==> config.mk <==
export PLATFORM = sky130hd
export DESIGN_NAME = fifo_traffic_gen
export DESIGN_NICKNAME = d
export VERILOG_FILES = /design/src/rtl/fifo_pkg.sv /design/src/rtl/lfsr16.sv /design/src/rtl/fifo_traffic_gen.sv
export SDC_FILE = /design/constraint.sdc
export NUM_CORES = 1
export LEC_CHECK = 0
export ABC_AREA = 0
export CAP_MARGIN = 15
export CORE_MARGIN = 3
export CORE_UTILIZATION = 45
export DETAILED_ROUTE_END_ITERATION = 12
export PLACE_DENSITY = 0.75
export SYNTH_ARGS = -nofsm -noshare
export SYNTH_HDL_FRONTEND = slang
export SYNTH_SLANG_ARGS = --single-unit
==> constraint.sdc <==
create_clock -name clk -period 3.65 [get_ports clk]
set_clock_uncertainty 0.15 [all_clocks]
set_input_delay 0.5475 -clock clk [delete_from_list [all_inputs] [get_ports clk]]
set_output_delay 0.5475 -clock clk [all_outputs]
set_load 0.05 [all_outputs]
==> src/rtl/fifo_pkg.sv <==
// rtl/fifo_pkg.sv - shared FIFO constants, traffic-generator modes, states and LFSR seed
package fifo_pkg;

    localparam int DATA_WIDTH = 8;

    typedef enum logic [1:0] {
        MODE_BURST      = 2'b00,
        MODE_CONCURRENT = 2'b01,
        MODE_FILL       = 2'b10,
        MODE_RANDOM     = 2'b11
    } mode_e;

    localparam logic [2:0] ST_IDLE  = 3'd0;
    localparam logic [2:0] ST_FRST  = 3'd1;
    localparam logic [2:0] ST_WRITE = 3'd2;
    localparam logic [2:0] ST_READ  = 3'd3;
    localparam logic [2:0] ST_MIXED = 3'd4;
    localparam logic [2:0] ST_DONE  = 3'd5;

    localparam logic [15:0] LFSR_SEED = 16'hACE1;

endpackage

==> src/rtl/lfsr16.sv <==
// rtl/lfsr16.sv - 16-bit maximal-length Fibonacci LFSR (x^16+x^14+x^13+x^11+1)
module lfsr16 (
    input  logic        clk,
    input  logic        rst,
    input  logic        load,
    input  logic [15:0] seed,
    output logic [1:0]  rnd
);

    logic [15:0] q;
    logic        fb;

    assign fb  = q[15] ^ q[13] ^ q[12] ^ q[10];
    assign rnd = q[1:0];

    always_ff @(posedge clk) begin
        if (rst || load) begin
            q <= seed;
        end else begin
            q <= {q[14:0], fb};
        end
    end

endmodule

==> src/rtl/fifo_traffic_gen.sv <==
// rtl/fifo_traffic_gen.sv - FIFO traffic generator/checker; TRAFFIC_GEN_LFSR_EN enables random gating
module fifo_traffic_gen #(
    parameter int DATA_WIDTH  = fifo_pkg::DATA_WIDTH,
    parameter int COUNT_WIDTH = 16,
    parameter int RST_CYCLES  = 4
) (
    input  logic                   clk,
    input  logic                   rst,
    input  logic                   start,
    input  logic [1:0]             mode,
    input  logic [COUNT_WIDTH-1:0] num_xfers,
    output logic                   fifo_rst_n,
    output logic                   wr_en,
    output logic [DATA_WIDTH-1:0]  data_in,
    input  logic                   full,
    output logic                   rd_en,
    input  logic [DATA_WIDTH-1:0]  data_out,
    input  logic                   empty,
    output logic                   busy,
    output logic                   done,
    output logic [COUNT_WIDTH-1:0] wr_count,
    output logic [COUNT_WIDTH-1:0] rd_count,
    output logic                   mismatch,
    output logic [COUNT_WIDTH-1:0] err_count
);
    import fifo_pkg::*;

    localparam int RW = (RST_CYCLES > 1) ? $clog2(RST_CYCLES) : 1;

    logic [2:0]             state;
    logic [1:0]             mode_q;
    logic [COUNT_WIDTH-1:0] num_q;
    logic [RW-1:0]          rst_cnt;
    logic                   rd_pend;
    logic [DATA_WIDTH-1:0]  exp_q;
    logic                   wr_gate;
    logic                   rd_gate;
    logic                   bad;

`ifdef TRAFFIC_GEN_LFSR_EN
    logic [1:0] rnd;

    lfsr16 u_lfsr (
        .clk  (clk),
        .rst  (rst),
        .load (state == ST_IDLE && start),
        .seed (LFSR_SEED),
        .rnd  (rnd)
    );

    assign wr_gate = (mode_q != MODE_RANDOM) || rnd[0];
    assign rd_gate = (mode_q != MODE_RANDOM) || rnd[1];
`else
    assign wr_gate = 1'b1;
    assign rd_gate = 1'b1;
`endif

    // Outputs are forced inactive combinationally so rst takes effect before the first edge.
    assign wr_en = !rst && (state == ST_WRITE || state == ST_MIXED) && !full
                   && (wr_count < num_q) && wr_gate;
    assign rd_en = !rst && (state == ST_READ || state == ST_MIXED) && !empty
                   && (rd_count < wr_count) && rd_gate;
    assign data_in    = wr_count[DATA_WIDTH-1:0];
    assign busy       = !rst && (state != ST_IDLE);
    assign done       = !rst && (state == ST_DONE);
    assign fifo_rst_n = !rst && (state != ST_FRST);
    assign bad        = rd_pend && (data_out != exp_q);

    always_ff @(posedge clk) begin
        if (rst) begin
            state     <= ST_IDLE;
            mode_q    <= 2'b00;
            num_q     <= '0;
            rst_cnt   <= '0;
            wr_count  <= '0;
            rd_count  <= '0;
            rd_pend   <= 1'b0;
            exp_q     <= '0;
            mismatch  <= 1'b0;
            err_count <= '0;
        end else begin
            // FIFO read data lands one cycle after rd_en; compare it then.
            rd_pend <= rd_en;
            exp_q   <= rd_count[DATA_WIDTH-1:0];
            if (wr_en) wr_count <= wr_count + 1'b1;
            if (rd_en) rd_count <= rd_count + 1'b1;
            if (bad) begin
                mismatch <= 1'b1;
                if (err_count != '1) err_count <= err_count + 1'b1;
            end

            case (state)
                ST_IDLE: begin
                    if (start) begin
                        mode_q    <= mode;
                        num_q     <= num_xfers;
                        wr_count  <= '0;
                        rd_count  <= '0;
                        mismatch  <= 1'b0;
                        err_count <= '0;
                        rst_cnt   <= '0;
                        rd_pend   <= 1'b0;
                        state     <= ST_FRST;
                    end
                end
                ST_FRST: begin
                    if (rst_cnt == RW'(RST_CYCLES - 1)) begin
                        if (num_q == '0)
                            state <= ST_DONE;
                        else if (mode_q == MODE_BURST || mode_q == MODE_FILL)
                            state <= ST_WRITE;
                        else
                            state <= ST_MIXED;
                    end else begin
                        rst_cnt <= rst_cnt + 1'b1;
                    end
                end
                ST_WRITE: begin
                    if (wr_count == num_q || full)
                        state <= (mode_q == MODE_FILL) ? ST_DONE : ST_READ;
                end
                ST_READ: begin
                    if (rd_count == num_q)
                        state <= ST_DONE;
                    else if (rd_count == wr_count && wr_count < num_q)
                        state <= ST_WRITE;
                end
                ST_MIXED: begin
                    if (rd_count == num_q) state <= ST_DONE;
                end
                ST_DONE: state <= ST_IDLE;
                default: state <= ST_IDLE;
            endcase
        end
    end

endmodule

Word-level counts from Yosys, hierarchy flattened
Cells that the tools add are included.
W data, S select, Z words.
Word-level totals
  word-level logic and storage cells: 89
  output and inout bits: 62
  input port bits: 31
  register bits: 81
Cells by class
  add/subtract/negate cells: 4
  $lt $le $gt $ge: 2
  reductions and logical operators: 26
  multiplexer cells: 28
  equal/unequal tests: 19
Operators by type and width (number)
  $mux W16: 10
  $add A16 B1 Y16 const B: 3
  $eq A16 B16 Y1: 3
  $lt A16 B16 Y1: 2
  $mux W3: 9
  $logic_not A16 Y1: 1
  $ne A16 B16 Y1 const B: 1
  $pmux W3 S5: 1
  $logic_and A1 B1 Y1: 11
  $ne A8 B8 Y1: 1
  $eq A3 B2 Y1 const B: 2
  $eq A3 B3 Y1 const B: 2
  $ne A2 B2 Y1 const B: 3
  $ne A3 B1 Y1 const B: 2
  $mux W1: 5
  $reduce_and A5 Y1: 1
  $eq A2 B2 Y1 const B: 2
  $logic_or A1 B1 Y1: 4
  $mux W2: 2
  $ne A2 B1 Y1 const B: 2
  $pmux W2 S2: 1
  $eq A3 B1 Y1 const B: 1
  $logic_not A1 Y1: 3
  $logic_not A3 Y1: 1
  other kinds (6): 6

Depth between registers and ports, before layout
Gate-level depths: netlist (run 1).
  depth after elaboration: 8
  gate-level depth with buffers: 10

Worst setup path after synthesis (run 1)
OpenSTA, ideal clock, no wires.
  path type: register to output
  from: reg wr_count[1]
  to: out wr_en
  arrival time: 2.729 ns
  slack: 0.224 ns
  buffers on the path: 0
  stages on the path, launching flop included: 6
  data required time: 2.952 ns
  cell sequence: dfxtp_1 > ha_1 > nor2b_1 > o211ai_1 > a2111oi_2 > nor4b_2
Between the ends
  word-level cells in the longest chain between the ends: 2
Ends and longest elaborated chain
  start: declaration: RTL line fifo_traffic_gen.sv:21  | output logic [COUNT_WIDTH-1:0] wr_count,
  start signal: assignment: RTL line fifo_traffic_gen.sv:85  | if (wr_en) wr_count <= wr_count + 1'b1;
  $lt A16 B16 Y1: RTL line fifo_traffic_gen.sv:60  | && (wr_count < num_q) && wr_gate;
  $logic_and A1 B1 Y1: RTL line fifo_traffic_gen.sv:60
  end: declaration: RTL line fifo_traffic_gen.sv:13  | output logic wr_en,
Every way passes these cells.

Final worst setup path (run 1)
  from: reg rd_count[5]
  to: out rd_en
Between the ends
  word-level cells in the longest chain between the ends: 2
Ends and longest elaborated chain
  start: declaration: RTL line fifo_traffic_gen.sv:22  | output logic [COUNT_WIDTH-1:0] rd_count,
  start signal: assignment: RTL line fifo_traffic_gen.sv:86  | if (rd_en) rd_count <= rd_count + 1'b1;
  $lt A16 B16 Y1: RTL line fifo_traffic_gen.sv:62  | && (rd_count < wr_count) && rd_gate;
  $logic_and A1 B1 Y1: RTL line fifo_traffic_gen.sv:62
  end: declaration: RTL line fifo_traffic_gen.sv:16  | output logic rd_en,
Every way passes these cells.

==> results_dict.tcl, run 1 <==
set metrics [dict create \
    place_congestion 0.920 \
    ctsHoldBuffers 0 \
    final_util 0.597 \
    syn_to_final_growth_pct 26.0 \
    first_iter_violations 362 \
    start_util 0.473 \
    synth.top_cells.by_area "dfxtp_1 (34%), ha_1 (9.5%), xor2_1 (6.1%), nand2_1 (5.5%), a21oi_1 (5.4%)" \
    core_area_sq_mm 0.0100 \
    cts_tree "built" \
    io_pins 93 \
    hp-class "reg2reg" \
    die_h_um 109 \
    end_kind "primary output" \
    post_cts_resized 0 \
    track_usage 0.224 \
    syn-mean-instance-area_sq_um 8.13 \
    r2r.worst_path.cells 8 \
    leakagePower_nw 2.33 \
    final_common_cell "clkdlybuf4s50_1" \
    synth_largest_area_cell "dfxtp_1" \
    antenna_cells 0 \
    grt_pass1_vias 4206 \
    max_freq_mhz 302 \
    grt_pass1_wl_um 20900 \
    ir_drop_mv 0.202 \
    drt-pass1-iter-count 5 \
    async_flop_share 0 \
    grt_max_degree 35 \
    layout-drive-gt1-share 0.0565 \
    via_per_inst 5.59 \
    rsz0062_at_grt "false" \
    setup_viol 0 \
    synth.net_count 649 \
    ys.flop_type "dfxtp_1" \
    overflow 0 \
    cts_root_buffer "clkbuf_8" \
    fin_crit_sh 0.908 \
    die_x_um 109 \
    fin_tns_setup_ps 0 \
    syn_inst 582 \
    fin_nets 734 \
    outcome "finished clean" \
    hold_depth 2 \
    hold_violations 0 \
    ys_types 48 \
    worst_ep_required_time_ps 2950 \
    worstSetupPathType "reg2out" \
    worstSetupStartpointType "flop" \
    place_hpwl_um 9660 \
    num_vias 4496 \
    cts_buffers 9 \
    cp_max_fo 7 \
    antenna_found_initial 0 \
    slew_headroom 0.484 \
    syn-cell-area_sq_mm 0.00473 \
    htreeDepth 3 \
    synth_edf_count 0 \
    clkTransAtPathRegs_ps 80 \
    core.rowCount 36 \
    ys_warn_count 0 \
    mostFrequentLayoutCells "clkdlybuf4s50_1 (87), dfxtp_1 (81), nand2_1 (70)" \
    clk_path_buf_depth 2 \
    ys_seq_elements 81 \
    fin_crit_ps 3310 \
    power_density_mw_per_mm2 405 \
    drc 0 \
    cts_setup_buffers 0 \
    seq_area_frac_synth 0.342 \
    die-area_sq_mm 0.0118 \
    port_buffers 92 \
    synth.top_cell.area_share 0.342 \
    wire_per_inst_um 16.1 \
    tightest_slew_ps 767 \
    finalWirelength_um 13000 \
    cp.arrival_ps 2610 \
    maxCapViolCount 0 \
    ant_nets 0 \
    n_fill_cell 880 \
    cts.sinks 81 \
    slew_viol_final 0 \
    insertion_delay_ps 370 \
]
cells in the mapped netlist (8+ instances only):
master / number
nor2_1: 42
mux2i_1: 10
or3_1: 8
dfxtp_1: 81
buf_4: 9
xor2_1: 33
or4_1: 10
o21ai_0: 9
clkbuf_1: 17
nand2_1: 70
inv_1: 39
nor3_1: 8
nor4_1: 19
ha_1: 36
nand3_1: 25
xnor2_1: 10
o31ai_1: 10
a21oi_1: 51
nand4_1: 21
nor2b_1: 12
path summary, 6_finish.rpt:
path                          start                      to  slack (ps)
max          rd_count[5]$_SDFF_PP0_                   rd_en         340
max reg2reg  rd_count[5]$_SDFF_PP0_  rd_count[5]$_SDFF_PP0_         640
min          mode_q[1]$_SDFFE_PP0P_  mode_q[1]$_SDFFE_PP0P_         310
min reg2reg  mode_q[1]$_SDFFE_PP0P_  mode_q[1]$_SDFFE_PP0P_         310
power breakdown:
part / switching [mW] / internal [mW] / leakage, nW
logic: 0.412 / 0.283 / 1.58
clock network: 0.342 / 0.337 / 0.0970
registers: 0.101 / 0.942 / 0.655
critical path, stage by stage, from the launching register on:
cell and delay, ps:
dfxtp_1 560, ha_1 320, a21o_1 160, a21o_1 160, a21o_1 190, a2111o_1 460, inv_1 220, buf_12 170
state kept, by name, summed over array words and instances, names as in the netlist, 2 cells and up:
signal	count
err_count	16
exp_q	8
mode_q	2
num_q	16
rd_count	16
rst_cnt	2
state	3
wr_count	16
kinds of logic after synthesis:
kind of cell,count (synthesis),synth area share
AO/OA/AOI/OAI,100,0.131
flip-flops,81,0.342
multiplexers,10,0.0211
buffers and inverters,68,0.0645
AND/OR/NAND/NOR,244,0.266
XOR/XNOR,43,0.0795
adder cells (fa/ha/maj),36,0.0951
routing by layer:
layer	vias up	wire, um	GRT usage
li1	2223	-	-
met1	2094	5980	0.307
met2	163	5990	0.357
met3	16	816	0.0388
met4	0	196	0.0766
met5	-	0	0
through the flow:
step / hold WS (ps) / setup WS, ps / cells / power, mW / area [sq um]
floorplan: 282 / 224 / 582 / 1.55 / 4730
global placement: 294 / 771 / 788 / 1.73 / 5760
detailed placement: 298 / 624 / 788 / 1.75 / 5760
CTS: 310 / 379 / 804 / 2.42 / 5960
global route: 342 / 214 / 805 / 2.55 / 5970
finish: 309 / 338 / 805 / 2.42 / 5970
cell type report:
cell class                      instances  area, sq um  share of cell area
Inverter                               39          146              0.0245
Multi-Input combinational cell        433         2810               0.471
Timing Repair Buffer                  103         1030               0.172
Clock buffer                           12          145              0.0243
Tap cell                              133          166              0.0279
Sequential cell                        81         1620               0.272
Clock inverter                          4         51.3             0.00860
Note: power is estimated with default switching activity, not from simulation.
==> inputs of run 2 (changes only) <==
--- a/config.mk
+++ b/config.mk
@@ -11,6 +11,8 @@
 export CORE_UTILIZATION = 45
 export DETAILED_ROUTE_END_ITERATION = 12
 export PLACE_DENSITY = 0.75
+export RECOVER_POWER = 100
+export SLEW_MARGIN = 25
 export SYNTH_ARGS = -nofsm -noshare
 export SYNTH_HDL_FRONTEND = slang
 export SYNTH_SLANG_ARGS = --single-unit
==> run 2 against run 1 <==
Global-route usage stayed put; sequential share of layout area is 0.29 points higher; first-iteration DRC count is 17% higher; critical endpoint unchanged; setup slack worse by 71 ps; design area is 1.1% lower; cell count is 0.12% lower; sequential power hardly changed.
==> results_dict.tcl, run 2 (same netlist as run 1, synthesis figures left out) <==
set metrics [dict create \
    outcome "finished clean" \
    io_pins 93 \
    worstSetupPathType "reg2out" \
    min_from "mode_q[1]$_SDFFE_PP0P_" \
    ant_nets 0 \
    maxCapViolCount 0 \
    grt_max_degree 35 \
    start_util 0.473 \
    max_stage_delay_ps 540 \
    finalWirelength_um 13000 \
    final_common_cell "dfxtp_1" \
    antenna_cells 0 \
    htreeDepth 3 \
    drt-pass1-iter-count 5 \
    grt_pass1_wl_um 20900 \
    drc 0 \
    fin_nets 733 \
    die_x_um 109 \
    first_iter_violations 424 \
    end_kind "primary output" \
    core_area_sq_mm 0.0100 \
    syn_to_final_growth_pct 24.7 \
    hold-worst-slack_ps 309 \
    slew_headroom 0.320 \
    r2r-start "rd_count[5]$_SDFF_PP0_" \
    crit_buf_inv 2 \
    hold_violations 0 \
    grt_pass1_vias 4206 \
    antenna_found_initial 0 \
    cts_tree "built" \
    die_h_um 109 \
    crit_family "compound AO/OA/AOI/OAI gates" \
    clk_path_buf_depth 2 \
    startpoint "rd_count[5]$_SDFF_PP0_" \
    worst_ep_required_time_ps 2950 \
    cts.sinks 81 \
    cp_common_cell "a21o_1" \
    hold_depth 2 \
    cp.arrival_ps 2690 \
    leakagePower_nw 2.50 \
    fin_crit_ps 3380 \
    ir_drop_mv 0.201 \
    core.rowCount 36 \
    power_density_mw_per_mm2 406 \
    path_cells "ha_1, a21o_1, a21o_1, a21o_1, a2111o_1, inv_1, clkbuf_2" \
    r2r.worst_path.cells 8 \
    cp_max_fo 7 \
    mostFrequentLayoutCells "dfxtp_1 (81), nand2_1 (70), dlygate4sd3_1 (58)" \
    worstSetupStartpointType "flop" \
    setup_viol 0 \
    place_hpwl_um 9660 \
    seq_area_sq_mm 0.00162 \
    post_cts_resized 0 \
    cts_root_buffer "clkbuf_8" \
    wire_per_inst_um 16.1 \
    hp-class "reg2reg" \
    place_congestion 0.920 \
    cts_buffers 9 \
    fin_crit_sh 0.927 \
    cts_setup_buffers 0 \
    num_vias 4546 \
    multiInputGateArea_sq_mm 0.00281 \
    track_usage 0.224 \
    slowest_stage "dfxtp_1" \
    tightest_slew_ps 1020 \
    clkTransAtPathRegs_ps 80 \
    layout-drive-gt1-share 0.0447 \
    fin_tns_setup_ps 0 \
    rsz0062_at_grt "false" \
    ctsHoldBuffers 0 \
    port_buffers 92 \
    slew_viol_final 0 \
    overflow 0 \
    die-area_sq_mm 0.0118 \
    crit_cells 7 \
    max_freq_mhz 296 \
    insertion_delay_ps 370 \
    via_per_inst 5.65 \
    n_fill_cell 892 \
]
[run 2: cell types whose count changed in the layout (fill, tap and decap cells not counted), sizes merged]
cell           delta
clkbuf            +8
buf               -9
dlygate4sd3      +58
clkdlybuf4s50    -58
[run 2: per-layer routing]
| metal | vias up | track usage | part of all wire |
|---|---|---|---|
| met5 | - | 0 | 0 |
| met4 | 0 | 0.0766 | 0.021 |
| met3 | 23 | 0.0388 | 0.063 |
| met2 | 165 | 0.357 | 0.46 |
| met1 | 2143 | 0.307 | 0.46 |
| li1 | 2215 | - | - |
[run 2: worst paths after layout]
kind / to / slack (ps)
setup reg to reg: rd_count[5]$_SDFF_PP0_ / 340
setup / recovery: rd_en / 270
hold / removal: mode_q[1]$_SDFFE_PP0P_ / 310
hold reg to reg: mode_q[1]$_SDFFE_PP0P_ / 310
[run 2: worst min-delay path: stages (launching register included)]
cell and delay (ps):
dfxtp_1 320, nand2_1 50, a21oi_1 50
[run 2: where the power goes]
group | switching [mW] | leakage [nW] | internal [mW]
sequential | 0.102 | 0.655 | 0.942
combinational | 0.407 | 1.74 | 0.265
clock | 0.343 | 0.0970 | 0.337
total | 0.851 | 2.50 | 1.54
[run 2: area by class of cell]
class / instances / area share
multi-input cells: 433 / 0.475
repair buffers: 102 / 0.164
well taps: 133 / 0.0282
clock buffers: 12 / 0.0246
clock inverters: 4 / 0.00869
flip-flops and latches: 81 / 0.275
inverters: 39 / 0.0248
[run 2: metrics by stage]
step / std cells / instance area, sq um / worst slack, ps / util / total power [mW]
after floorplan: 582 / 4730 / 224 / - / 1.55
after global placement: 788 / 5760 / 771 / 0.576 / 1.73
after detailed placement: 788 / 5760 / 624 / 0.576 / 1.75
after CTS: 804 / 5960 / 379 / 0.596 / 2.42
after global routing: 804 / 5900 / 122 / 0.590 / 2.53
final: 804 / 5900 / 266 / 0.590 / 2.40
